--- config.mk ---
export PLATFORM = sky130hd
export DESIGN_NAME = edge_zbt_writer
export DESIGN_NICKNAME = d
export VERILOG_FILES = /design/src/rtl/edge_zbt_writer.sv
export SDC_FILE = /design/constraint.sdc
export NUM_CORES = 1
export LEC_CHECK = 0
export ABC_AREA = 1
export BUFFER_PORTS_ARGS = -buffer_cell sky130_fd_sc_hd__buf_4
export CAP_MARGIN = 20
export CORE_MARGIN = 2
export CORE_UTILIZATION = 30
export DETAILED_ROUTE_END_ITERATION = 8
export GPL_TIMING_DRIVEN = 0
export PLACE_DENSITY_LB_ADDON = 0.12
export SYNTH_ARGS = -nofsm -noshare
export SYNTH_HDL_FRONTEND = slang
export SYNTH_SLANG_ARGS = --single-unit
--- constraint.sdc ---
create_clock -name clock -period 4.5 [get_ports clock]
set_input_delay 0.675 -clock clock [delete_from_list [all_inputs] [get_ports clock]]
set_output_delay 0.675 -clock clock [all_outputs]
set_load 0.05 [all_outputs]
--- src/rtl/edge_zbt_writer.sv ---
// Re-aligns edge-detector pixels to their raster position, packs two 18-bit pixels per
// 36-bit ZBT word, and writes one armed frame to ZBT through a small FIFO and grant handshake.
module edge_zbt_writer #(
  parameter int PIPE_DELAY   = 6,
  parameter int H_ACTIVE     = 1024,
  parameter int V_ACTIVE     = 768,
  parameter int FIFO_DEPTH   = 4,
  parameter int ADDR_W       = 19,
  parameter int BASE_ADDR    = 0,
  parameter int MASK_NONEDGE = 0
) (
  input  logic              clock,
  input  logic              reset,
  input  logic [23:0]       pix_in,
  input  logic              sel_in,
  input  logic [10:0]       hcount,
  input  logic [9:0]        vcount,
  input  logic              frame_en,
  input  logic              wr_grant,
  output logic              wr_req,
  output logic [ADDR_W-1:0] wr_addr,
  output logic [35:0]       wr_data,
  output logic              busy,
  output logic              overflow,
  output logic              frame_done
);

  localparam int AW = $clog2(FIFO_DEPTH);
  localparam logic [10:0]       H_LAST  = 11'(H_ACTIVE - 1);
  localparam logic [9:0]        V_LAST  = 10'(V_ACTIVE - 1);
  localparam logic [AW:0]       PTR_ONE = (AW+1)'(1);
  localparam logic [ADDR_W-1:0] ADDR_BASE = ADDR_W'(BASE_ADDR);
  localparam logic [ADDR_W-1:0] ADDR_ONE  = ADDR_W'(1);

  typedef enum logic [1:0] {IDLE, ARMED, CAPTURE, DRAIN} state_t;

  typedef struct packed {
    logic [ADDR_W-1:0] addr;
    logic [35:0]       data;
  } entry_t;

  state_t state_q, state_d;
  logic [PIPE_DELAY-1:0][10:0] hd_q;
  logic [PIPE_DELAY-1:0][9:0]  vd_q;
  logic [10:0]       dh;
  logic [9:0]        dv;
  logic [17:0]       q, lo_q;
  logic [ADDR_W-1:0] addr_q;
  logic              ovf_q, done_q, done_d;
  entry_t [FIFO_DEPTH-1:0] mem_q;
  logic [AW:0]       wp_q, rp_q;
  entry_t            push_e, head;
  logic active, at_origin, last_px, push, pop, do_push, empty, full;
  logic unused_pix;

  assign unused_pix = ^{pix_in[17:16], pix_in[9:8], pix_in[1:0]};

  // hcount/vcount delay lines so dh/dv line up with pix_in.
  always_ff @(posedge clock or negedge reset) begin
    if (!reset) begin
      hd_q <= '0;
      vd_q <= '0;
    end else begin
      hd_q[0] <= hcount;
      vd_q[0] <= vcount;
      for (int i = 1; i < PIPE_DELAY; i++) begin
        hd_q[i] <= hd_q[i-1];
        vd_q[i] <= vd_q[i-1];
      end
    end
  end

  assign dh        = hd_q[PIPE_DELAY-1];
  assign dv        = vd_q[PIPE_DELAY-1];
  assign active    = (dh <= H_LAST) && (dv <= V_LAST);
  assign at_origin = (dh == 11'd0) && (dv == 10'd0);
  assign last_px   = (dh == H_LAST) && (dv == V_LAST);
  assign q         = (MASK_NONEDGE != 0 && !sel_in) ? 18'h0
                   : {pix_in[23:18], pix_in[15:10], pix_in[7:2]};
  assign push      = (state_q == CAPTURE) && active && dh[0];

  assign empty   = (wp_q == rp_q);
  assign full    = (wp_q[AW] != rp_q[AW]) && (wp_q[AW-1:0] == rp_q[AW-1:0]);
  assign pop     = !empty && wr_grant;
  assign do_push = push && (!full || pop);
  assign push_e  = '{addr: addr_q, data: {q, lo_q}};
  assign head    = mem_q[rp_q[AW-1:0]];

  always_ff @(posedge clock or negedge reset) begin
    if (!reset) begin
      state_q <= IDLE;
      lo_q    <= '0;
      addr_q  <= ADDR_BASE;
      ovf_q   <= 1'b0;
      done_q  <= 1'b0;
    end else begin
      state_q <= state_d;
      done_q  <= done_d;
      if (active && !dh[0]) lo_q <= q;
      // Counter advances on every push attempt so dropped words leave a gap, not a shift.
      if (state_q == ARMED && state_d == CAPTURE) addr_q <= ADDR_BASE;
      else if (push)                              addr_q <= addr_q + ADDR_ONE;
      if (state_q != ARMED && state_d == ARMED)   ovf_q <= 1'b0;
      else if (push && full && !pop)              ovf_q <= 1'b1;
    end
  end

  always_ff @(posedge clock or negedge reset) begin
    if (!reset) begin
      mem_q <= '0;
      wp_q  <= '0;
      rp_q  <= '0;
    end else begin
      if (do_push) begin
        mem_q[wp_q[AW-1:0]] <= push_e;
        wp_q                <= wp_q + PTR_ONE;
      end
      if (pop) rp_q <= rp_q + PTR_ONE;
    end
  end

  always_comb begin
    state_d = state_q;
    case (state_q)
      IDLE:    if (frame_en)          state_d = ARMED;
      ARMED:   if (at_origin)         state_d = CAPTURE;
      CAPTURE: if (push && last_px)   state_d = DRAIN;
      DRAIN:   if (empty)             state_d = frame_en ? ARMED : IDLE;
      default:                        state_d = IDLE;
    endcase
  end

  always_comb begin
    busy   = (state_q != IDLE);
    done_d = (state_q == DRAIN) && empty;
  end

  assign wr_req     = !empty;
  assign wr_addr    = head.addr;
  assign wr_data    = head.data;
  assign overflow   = ovf_q;
  assign frame_done = done_q;

endmodule
**Yosys cells after proc, flatten, opt, wreduce, memory -nomap -nowiden**

Cells that the tools add are included.

- Input bits: 50
- Output and inout bits: 59
- Word-level logic and storage cells: 88
- Bits in registers: 393

- Equal/unequal tests: 11
- Add/sub/neg operators: 3
- Mux-type cells: 15
- $lt $le $gt $ge: 5
- Reduce and logical (&&, ||, !) cells: 27

Operators with widths:

| cell | count |
|---|---|
| bitwise mux 220 bit | 1 |
| binary-select mux 55 bit (select 2 bit) | 1 |
| demux 55 bit (select 2 bit) | 1 |
| two-way mux 55 bit | 2 |
| two-way mux 19 bit | 2 |
| adder 19 x 1 -> 19 bit (second input constant) | 1 |
| logical AND 1 bit | 16 |
| == test 11 x 10 -> 1 bit (second input constant) | 1 |
| less-or-equal comparator 11 x 10 -> 1 bit (second input constant) | 1 |
| logical NOT 11 bit | 1 |
| == test 10 bit (second input constant) | 1 |
| less-or-equal comparator 10 bit (second input constant) | 1 |
| logical NOT 10 bit | 1 |
| two-way mux 2 bit | 4 |
| one-hot mux 2 bit (4 select lines) | 1 |
| adder 3 x 1 -> 3 bit (second input constant) | 2 |
| == test 2 bit (second input constant) | 3 |
| < comparator 2 x 3 -> 1 bit (second input constant) | 2 |
| nonzero test 2 bit | 3 |
| == test 2 x 1 -> 1 bit (second input constant) | 2 |
| logical NOT 1 bit | 4 |
| == test 3 bit | 1 |
| two-way mux 1 bit | 3 |
| == test 2 bit | 1 |
| other kinds (5) | 5 |

**Logic depth before layout (Yosys ltp)**

- Depth in word-level cells: 10
- Depth in mapped cells: 12

**Worst setup path before layout**

OpenSTA, ideal clock, no wires.

- Path kind: reg2out
- Start point: reg rp_q[0]
- End point: out wr_addr[10]
- Path slack: 1.710 ns
- Data required time: 3.825 ns
- Cell stages (with the launch flop): 7
- Arrival: 2.115 ns
- Cell sequence: dfrtp_1 clkbuf_1 inv_1 clkbuf_1 buf_1 nor2_1 o22ai_1

- Longest elaborated chain between the ends: 2

RTL lines:

| element | line | source |
|---|---|---|
| start: declaration | 51 | `logic [AW:0] wp_q, rp_q;` |
| start signal: assignment | 118 | `if (pop) rp_q <= rp_q + PTR_ONE;` |
| binary-select mux 55 bit (select 2 bit) | 87 | `assign head = mem_q[rp_q[AW-1:0]];` |
| two-way mux 55 bit (not written as such) | 87 |  |
| end: declaration | 21 | `output logic [ADDR_W-1:0] wr_addr,` |

Every way passes these cells. The select of a mux whose other input is x is not followed.

**Final worst setup path**

- Start point: reg rp_q[0]
- End point: out wr_data[32]

- Longest elaborated chain between the ends: 2

RTL lines:

| element | line | source |
|---|---|---|
| binary-select mux 55 bit (select 2 bit) | 87 |  |
| two-way mux 55 bit (not written as such) | 87 |  |
| end: declaration | 22 | `output logic [35:0] wr_data,` |

Every way passes these cells. The select of a mux whose other input is x is not followed.

==> summary.md <==
| Metric | Value |
|---|---|
| Status | finished clean |
| Sequential element share of the synthesized area | 62.9% |
| Max H-tree Level | 2 |
| Filler cells | 5225 |
| Synth top area cells | dfrtp_1 (63%), nand2_1 (11%), nand3_1 (6.3%), o21ai_0 (5.1%), nor2_1 (3.9%) |
| Area of the multi-input gates | 0.00514 mm² |
| Leakage power | 9.06 nW |
| Yosys reg bits | 393 |
| All-Layer GR Usage | 18.2% |
| Register area | 0.00983 mm² |
| Total power | 0.0144 W |
| Mapped Avg Cell Area | 9.36 µm² |
| Yosys top cell by area | dfrtp_1 |
| Ys Warns | 0 |
| PD cells | 767 mW/mm² |
| Longest Clk Path Bufs | 3 |
| Total gr overflow | 0 |
| Mapped Cells | 1670 |
| DRC Markers | 0 |
| PostCTS Resize Cnt | 0 |
| Fmax | 0.243 GHz |
| Global-route wire length before repair | 74.5 mm |
| M1 WL | 22.4 mm |
| Fin nets | 1876 |
| Area fraction of the dominant cell type after synthesis | 62.9% |
| Netlist cell types | 31 |
| Core ar. | 0.0514 mm² |
| Iter 0 DRT Violations | 1043 |
| Hold_buf cts | 0 |
| Ys flop type | dfrtp_1 |
| Total negative slack | 0 ns |
| Share of cells above drive strength 1 | 12.9% |
| Hold crit path type | primary input to asynchronous set/reset pin |
| Final Max Slew Viols | 0 |
| Io pins | 109 |
| DP HPWL | 32.2 mm |
| Vias post-DR | 12126 |
| Synth top cells by count | nand2_1 (474), dfrtp_1 (393), nand3_1 (198) |
| Rows | 83 |
| Fraction of registers with async set/reset | 100% |
| Initial antenna violation count | 1 |
| Worst skew pair latency | 0.61 ns |
| Clock-pin slew on the worst setup and hold paths | 0.06 ns |
| Post-synth EDFFs | 0 |
| Largest net degree at the start of global routing | 109 |
| Critical path arrival | 3.44 ns |
| Kind of end point of the critical path | output pin |
| Maximum fanout along the worst path | 12 |
| Final Hold Vio Count | 0 |
| Setup violators final | 0 |
| Worst VDD drop | 0.000448 V |
| Final ANT Viol Nets | 0 |
| Die extent in y | 232 µm |
| RePlAce Congestion | 0.789 |
| Worst-margin pin slew | 0.763 ns |
| Max-slew headroom | 49.1% |
| CTS tree | built |
| Hold Slack | 0.0378 ns |
| Port Buffer Count | 101 |
| Worst slack, placed | 0.727 ns |
| Number of vias per cell | 4.79 |
| Area of the die | 0.0539 mm² |
| Clock sink count | 393 |
| Clock Skews | 0.0296 ns |
| Final instance area | 0.0188 mm² |
| Post-Syn Nets | 1726 |
| Root Buffer | clkbuf_16 |
| Total Wirelength | 48.3 mm |
| Routed len/inst | 19.1 µm |
| Maxcap violations | 0 |
| Tcrit/Tclk final | 91.5% |
| Worst setup margin | 0.382 ns |
| ANT cells | 0 |
| Mapped cell area | 0.0156 mm² |
| Post-CTS setup buffers | 0 |
| DRT Pass-1 Iters | 5 |
| Kind of critical path | flip-flop to output pin |
| Placed inst area | 0.0173 mm² |
| Area growth syn-to-layout | 20.5% |
| Die W | 232 µm |
| Routed wl met2 | 22.5 mm |
| Num CTS Buffers | 45 |
| Tmin final | 4.12 ns |
| Most common cell in the netlist | nand2_1 |
| Unrepaired setup endpoints after global routing | false |
| Vias in the first global route | 12037 |
| WL met3 | 2.06 mm |
| Effective utilization at floorplan | 30.4% |
| Critical path required time | 3.83 ns |
| Top sig layer | met5 |
| CP startpoint kind | flip-flop |
==> state kept, by name, indices dropped and copies added, names as in the netlist, 2 cells and up <==
signal and count:
dh 11, wp_q 3, rp_q 3, mem_q 220, hd_q 55, vd_q 50
state_q 2, dv 10, addr_q 19, lo_q 18
==> placed cells by master (no fill, tap or decap), types with 5 or more instances in the layout <==
cell type | Yosys | final
a21oi_1 | 10 | 10
buf_2 | 33 | 33
buf_4 | 6 | 106
clkbuf_1 | 70 | 82
clkbuf_16 | 0 | 45
clkbuf_8 | 0 | 8
clkinv_2 | 0 | 5
dfrtp_1 | 393 | 393
ha_1 | 6 | 6
inv_1 | 39 | 39
mux2_2 | 18 | 18
nand2_1 | 474 | 474
nand3_1 | 198 | 198
nand4_1 | 9 | 9
nor2_1 | 164 | 164
nor3_1 | 8 | 8
o21ai_0 | 160 | 160
o22ai_1 | 55 | 55
xor2_1 | 7 | 7
==> critical path, cell delays in order, from the launching register on <==
cell	delay, ns
dfrtp_1	0.49
clkbuf_1	0.39
inv_1	0.61
clkbuf_1	0.55
o21ai_0	0.17
o22ai_1	0.35
buf_4	0.28
==> kinds of logic (layout without fill, tap and decap cells) <==
logic type | Yosys count | in the layout | synth area share, %
XOR/XNOR | 8 | 8 | 0.496
flip-flops | 393 | 393 | 62.9
AND/OR/NAND/NOR | 861 | 861 | 22.7
AO/OA/AOI/OAI | 230 | 230 | 7.93
buffers and inverters | 154 | 336 | 4.20
adder cells (fa/ha/maj) | 6 | 6 | 0.480
multiplexers | 18 | 18 | 1.30
==> final timing paths <==
kind | startpoint | endpoint | slack, ns | cells after the start
setup reg to reg | rp_q[0] | rp_q[0] | 2.00 | 4
hold reg to reg | vd_q[7] | vd_q[17] | 0.34 | 0
max in group asynchronous | reset | mem_q[202] | 2.97 | 3
hold / removal | reset | vd_q[2] | 0.04 | 1
setup / recovery | rp_q[0] | wr_data[32] | 0.38 | 6
min in group clock | vcount[8] | vd_q[8] | 0.17 | 1
==> metrics by stage <==
stage	std cells	util (%)
after global routing	2532	36.6
final	2532	36.6
after floorplan	1670	-
after global placement	2451	33.5
after CTS	2533	36.6
after detailed placement	2454	33.7
==> cell type report <==
type,count,share of cell area (%)
multi-input cells,1123,27.3
clock inverters,13,1.18
well taps,680,4.52
repair buffers,104,4.51
plain buffers,112,2.65
flip-flops and latches,393,52.2
clock buffers,66,6.82
inverters,41,0.817
==> metal layers <==
| layer | global-route usage (%) | vias to the layer above |
|---|---|---|
| met5 | 0 | - |
| met4 | 6.31 | 2 |
| met3 | 2.47 | 78 |
| met2 | 28.9 | 292 |
| met1 | 25.6 | 5979 |
| li1 | - | 5775 |
==> where the power goes <==
part | leakage (nW) | internal [W] | total, W | switching (W)
clock network | 0.728 | 0.00217 | 0.00370 | 0.00153
logic | 3.42 | 0.00158 | 0.00592 | 0.00433
registers | 4.91 | 0.00434 | 0.00482 | 0.000481
(Power assumes the default switching activity.)
